$ cat config.mk
export PLATFORM = sky130hd
export DESIGN_NAME = convb_pingpong_ctrl
export DESIGN_NICKNAME = d
export VERILOG_FILES = /design/src/rtl/convb_pingpong_ctrl.sv
export SDC_FILE = /design/constraint.sdc
export NUM_CORES = 1
export LEC_CHECK = 0
export BUFFER_PORTS_ARGS = -buffer_cell sky130_fd_sc_hd__buf_2
export CAP_MARGIN = 0
export CORE_MARGIN = 4
export CORE_UTILIZATION = 55
export CTS_CLUSTER_SIZE = 14
export DETAILED_ROUTE_END_ITERATION = 10
export PLACE_DENSITY = 0.86
export SYNTH_ARGS = -nofsm -noshare
export SYNTH_HDL_FRONTEND = slang
export SYNTH_SLANG_ARGS = --single-unit
$ cat constraint.sdc
create_clock -name clk -period 2.25 [get_ports clk]
set_clock_uncertainty 0.2 [all_clocks]
set_input_delay 0.45 -clock clk [delete_from_list [all_inputs] [get_ports clk]]
set_output_delay 0.45 -clock clk [all_outputs]
set_load 0.05 [all_outputs]
$ cat src/rtl/convb_pingpong_ctrl.sv
`default_nettype none
// ============================================================================
//  Module   : convb_pingpong_ctrl
//  Purpose  : Scheduler for the double-buffered (ping-pong) IFM memory that
//             sits between two conv blocks. The upstream conv CU (producer)
//             writes output feature maps into one bank. The downstream conv
//             CU (consumer) reads the other bank. The block tracks per-bank
//             state, issues start pulses, steers the bank selects, counts
//             consumed frames and flags handshake violations.
//  Ports    : clk          in   rising-edge clock
//             reset        in   synchronous, active-low reset
//             run          in   level; allows new producer frames to start
//             prod_done    in   pulse; producer finished writing wr_bank
//             cons_done    in   pulse; consumer finished reading rd_bank
//             prod_start   out  one-cycle pulse; producer may write wr_bank
//             cons_start   out  one-cycle pulse; consumer may read rd_bank
//             wr_bank      out  bank index being written
//             rd_bank      out  bank index being read
//             bank_full    out  [1:0] bank i is FULL or READING
//             frames_done  out  [CNT_BITS-1:0] frames consumed this layer
//             layer_done   out  one-cycle pulse after FRAME_LIMIT frames
//             proto_err    out  sticky handshake-violation flag
//  Revision : 1.0  initial release
// ============================================================================
module convb_pingpong_ctrl #(
    parameter int FRAME_LIMIT = 16,   // frames per layer pass; 0 = unlimited
    parameter int CNT_BITS    = 8     // 2**CNT_BITS must exceed FRAME_LIMIT
) (
    input  logic                clk,
    input  logic                reset,
    input  logic                run,
    input  logic                prod_done,
    input  logic                cons_done,
    output logic                prod_start,
    output logic                cons_start,
    output logic                wr_bank,
    output logic                rd_bank,
    output logic [1:0]          bank_full,
    output logic [CNT_BITS-1:0] frames_done,
    output logic                layer_done,
    output logic                proto_err
);

    // Encoding chosen so bit [1] is exactly "holds a frame" (FULL/READING).
    typedef enum logic [1:0] {
        B_EMPTY   = 2'b00,
        B_WRITING = 2'b01,
        B_FULL    = 2'b10,
        B_READING = 2'b11
    } bank_t;

    typedef enum logic { P_IDLE = 1'b0, P_BUSY = 1'b1 } p_state_t;
    typedef enum logic { C_IDLE = 1'b0, C_BUSY = 1'b1 } c_state_t;

    localparam bit                LIMIT_EN  = (FRAME_LIMIT != 0);
    localparam logic [CNT_BITS-1:0] LIMIT_VAL = CNT_BITS'(FRAME_LIMIT);
    localparam logic [CNT_BITS-1:0] CNT_ONE   = CNT_BITS'(1);

    p_state_t            p_state, p_state_nxt;
    c_state_t            c_state, c_state_nxt;
    bank_t               bank_st  [2];
    bank_t               bank_nxt [2];
    logic                wr_nxt, rd_nxt;
    logic [CNT_BITS-1:0] produced, produced_nxt;
    logic [CNT_BITS-1:0] frames_nxt;
    logic                prod_start_nxt, cons_start_nxt;
    logic                layer_nxt, err_nxt;
    logic                prod_allowed;
    logic                limit_hit;

    // ------------------------------------------------------------------
    // State register
    // ------------------------------------------------------------------
    always_ff @(posedge clk) begin
        if (!reset) begin
            p_state     <= P_IDLE;
            c_state     <= C_IDLE;
            bank_st     <= '{B_EMPTY, B_EMPTY};
            wr_bank     <= 1'b0;
            rd_bank     <= 1'b0;
            produced    <= '0;
            frames_done <= '0;
            prod_start  <= 1'b0;
            cons_start  <= 1'b0;
            layer_done  <= 1'b0;
            proto_err   <= 1'b0;
        end else begin
            p_state     <= p_state_nxt;
            c_state     <= c_state_nxt;
            bank_st     <= bank_nxt;
            wr_bank     <= wr_nxt;
            rd_bank     <= rd_nxt;
            produced    <= produced_nxt;
            frames_done <= frames_nxt;
            prod_start  <= prod_start_nxt;
            cons_start  <= cons_start_nxt;
            layer_done  <= layer_nxt;
            proto_err   <= err_nxt;
        end
    end

    // ------------------------------------------------------------------
    // Next-state logic. Both FSMs look only at registered bank state, so a
    // bank released at an edge is never re-started at that same edge.
    // Within one edge the two FSMs always touch different banks: a start
    // needs EMPTY/FULL while a done needs WRITING/READING on its own bank.
    // ------------------------------------------------------------------
    always_comb begin
        p_state_nxt    = p_state;
        c_state_nxt    = c_state;
        bank_nxt       = bank_st;
        wr_nxt         = wr_bank;
        rd_nxt         = rd_bank;
        produced_nxt   = produced;
        frames_nxt     = frames_done;
        prod_start_nxt = 1'b0;
        cons_start_nxt = 1'b0;
        layer_nxt      = 1'b0;
        err_nxt        = proto_err;

        prod_allowed = !LIMIT_EN || (produced < LIMIT_VAL);
        limit_hit    = LIMIT_EN && (frames_done == LIMIT_VAL);

        // Producer
        case (p_state)
            P_IDLE: begin
                // A done with nothing in flight is dropped and flagged.
                if (prod_done) begin
                    err_nxt = 1'b1;
                end
                if (run && (bank_st[wr_bank] == B_EMPTY) && prod_allowed) begin
                    prod_start_nxt    = 1'b1;
                    bank_nxt[wr_bank] = B_WRITING;
                    p_state_nxt       = P_BUSY;
                end
            end
            P_BUSY: begin
                if (prod_done) begin
                    bank_nxt[wr_bank] = B_FULL;
                    wr_nxt            = ~wr_bank;
                    produced_nxt      = produced + CNT_ONE;
                    p_state_nxt       = P_IDLE;
                end
            end
            default: p_state_nxt = P_IDLE;
        endcase

        // Consumer
        case (c_state)
            C_IDLE: begin
                if (cons_done) begin
                    err_nxt = 1'b1;
                end
                if (bank_st[rd_bank] == B_FULL) begin
                    cons_start_nxt    = 1'b1;
                    bank_nxt[rd_bank] = B_READING;
                    c_state_nxt       = C_BUSY;
                end
            end
            C_BUSY: begin
                if (cons_done) begin
                    bank_nxt[rd_bank] = B_EMPTY;
                    rd_nxt            = ~rd_bank;
                    frames_nxt        = frames_done + CNT_ONE;
                    c_state_nxt       = C_IDLE;
                end
            end
            default: c_state_nxt = C_IDLE;
        endcase

        // Layer boundary: frames_done reached the limit on the previous
        // edge. The consumer is idle here, so no increment is lost. The
        // producer cannot start either, because produced equals the limit.
        if (limit_hit) begin
            layer_nxt    = 1'b1;
            frames_nxt   = '0;
            produced_nxt = '0;
        end
    end

    assign bank_full = {bank_st[1][1], bank_st[0][1]};

endmodule
`default_nettype wire

==> impl_metrics.csv <==
group,metric,value,unit
synthesis,synth_common_cells,"dfxtp_1 (28), nor2_1 (23), nand2_1 (20), xnor2_1 (11), nand3_1 (8)",
power,ir_drop,0.641,mV
layout,num_antenna_cells,0,
sta,hold_viol,0,
synthesis,synth_flop_cell,"dfxtp_1",
floorplan,dieArea,3280,sq um
critical_path,crit_path_end_kind,"flop",
detailed_routing,wl_per_cell,13.9,um
global_route,grt_usage,0.176,
detailed_routing,via_per_inst,5.55,
synthesis,synth_top_area_frac,0.420,
critical_path,critical_path.max_fanout,14,
clocking,htreeDepth,1,
sta,drv_slew,0,
synthesis,synthArstFlopShare,0,
placement,place.gp.congestion,0.828,
global_route,antenna_found_initial,0,
detailed_routing,drt_iter0_drc,19,
synthesis,seq_area_frac_synth,0.420,
sta,final.min_clock_period,1860,ps
layout,syn_to_final_growth,10.0,%
detailed_routing,ant_nets,0,
global_route,overflow,0,
floorplan,core_area,2250,sq um
synthesis,synth_area_leaders,"dfxtp_1 (42%), xnor2_1 (7.2%), nor2_1 (6.5%)",
floorplan,fp.dieW,57.3,um
detailed_routing,wl_met3,134,um
sta,slew_headroom,0.482,
clocking,cts_sinks,28,
clocking,clkTransAtPathRegs,150,ps
clocking,cts_root_buf,"clkbuf_4",
detailed_routing,wl_met1,1190,um
global_route,grt_pass1_vias,1002,
critical_path,critPathRequiredTime,2270,ps
detailed_routing,highest_layer,"met4",
layout,stdcell_area,1470,sq um
synthesis,avgSynthCellArea,8.84,sq um
synthesis,synth_cells,151,
placement,postPlaceCellArea,1420,sq um
synthesis,ys_seq_elements,28,
clocking,cts_tree,"yes",
clocking,cts.path.max_buffers,2,
placement,port_buffers,20,
sta,fin_setup_tns,0,ps
layout,drive_above_1_share,0.180,
synthesis,yosysMostFrequentCell,"dfxtp_1",
sta,fmax,0.537,GHz
clocking,cts_setup_buffers,0,
synthesis,syn-num-nets,159,
detailed_routing,drc,0,
power,power_leakage,0.595,nW
placement,dp_hpwl,2060,um
synthesis,ys_types,36,
sta,setup_slack,389,ps
detailed_routing,num_vias,1082,
clocking,ctsResizeCount,0,
sta,tightest_slew,774,ps
detailed_routing,wl_met2,1320,um
synthesis,synthesis.area,1340,sq um
floorplan,start_util,0.592,
sta,finalSetupViolations,0,
synthesis,yosysWarningCount,0,
critical_path,worstSetupPathType,"flop to flop",
clocking,cts_hold_buf,0,
critical_path,cp.arrival,1880,ps
floorplan,rows,17,
synthesis,yosysTopAreaCell,"dfxtp_1",
critical_path,critPathLaunchType,"flop",
worst_hold_path,hp-class,"input port to flop",
layout,fillers,221,
global_route,grt_pass1_wl,4550,um
floorplan,fp.dieH,57.3,um
global_route,grt_max_degree,17,
sta,holdWs,233,ps
synthesis,synth-edff-count,0,
sta,rsz0062_at_grt,"false",
floorplan,io_pins,21,
placement,post-place-ws,373,ps
clocking,cts_buffers,3,
job,cap_violations,0,
clocking,clkLatencyLatePin,340,ps
power,p_per_area,684,nW/um^2
layout,fin_nets,176,
sta,fin_crit_sh,0.827,
detailed_routing,dr.pass1.iters,4,
status,status,"finished, final reports clean",
detailed_routing,routed_wl,2710,um
==> worst max-delay path: stages, from the launching register on <==
cell     delay (ps)
dfxtp_1         360
inv_1           110
ha_1            150
nand3_1         130
o41ai_4         660
nor2_1          130
==> metal layers <==
metal,GRT usage,vias to the layer above
li1,-,537
met1,0.214,501
met2,0.297,35
met3,0.0271,9
met4,0.0960,0
met5,0,-
==> state kept, by name, summed over array words and instances (netlist names) <==
name	cells
frames_done	8
produced	8
bank_full	2
bank_st	2
c_state	1
cons_start	1
layer_done	1
p_state	1
prod_start	1
proto_err	1
rd_bank	1
wr_bank	1
==> final cells by class <==
type | instances | area (sq um) | area share
tap | 28 | 35.0 | 0.0239
sequential | 28 | 561 | 0.382
inverter | 5 | 18.8 | 0.0128
clock buffer | 3 | 22.5 | 0.0153
clock inverter | 1 | 30.0 | 0.0204
timing repair buffer | 20 | 100 | 0.0681
multi-input combinational | 110 | 702 | 0.478
==> kinds of logic (layout without fill, tap and decap cells) <==
kind of cell,Yosys count,count (layout),synth area share
AND/OR/NAND/NOR,74,74,0.288
multiplexers,1,1,0.00750
adder cells (fa/ha/maj),3,3,0.0281
flip-flops,28,28,0.420
buffers and inverters,13,29,0.0544
XOR/XNOR,16,16,0.105
AO/OA/AOI/OAI,16,16,0.0975
==> final timing paths <==
kind | end | from | slack, ps | cells past startpoint
hold / removal | c_state$_SDFF_PN0_ | reset | 230 | 3
setup / recovery | produced[0]$_SDFFE_PP0P_ | frames_done[0]$_SDFFE_PP0P_ | 390 | 5
hold reg to reg | produced[1]$_SDFFE_PP0P_ | produced[1]$_SDFFE_PP0P_ | 300 | 2
setup reg to reg | produced[0]$_SDFFE_PP0P_ | frames_done[0]$_SDFFE_PP0P_ | 390 | 5
==> power by group <==
part	leakage [nW]	internal, mW	total (mW)	switching, mW
Clock	0.0279	0.181	0.332	0.151
Combinational	0.340	0.0443	0.126	0.0820
Sequential	0.227	0.517	0.546	0.0292
==> cells in the final DEF, fill, tap and decap left out, drive strengths merged <==
cell	Yosys	final
a211oi	1	1
a21oi	6	6
a221oi	1	1
a2bb2oi	1	1
a31oi	1	1
a41oi	1	1
and2	6	6
and3	1	1
buf	6	20
bufinv	0	1
clkbuf	2	3
dfxtp	28	28
ha	3	3
inv	5	5
mux2i	1	1
nand2	20	20
nand3	10	10
nor2	23	23
nor2b	2	2
nor3	6	6
nor3b	2	2
nor4	3	3
nor4b	1	1
o2111ai	1	1
o211a	1	1
o21ai	1	1
o32ai	1	1
o41ai	1	1
xnor2	11	11
xor2	5	5
==> per-stage QoR <==
stage	total power [mW]	instances	util
detailed placement	0.682	191	0.628
global route	1.04	195	0.651
floorplan	0.657	151	-
CTS	1.01	195	0.651
global placement	0.675	191	0.628
finish	1.00	195	0.651
No activity file was read; power rests on OpenSTA's default activity.
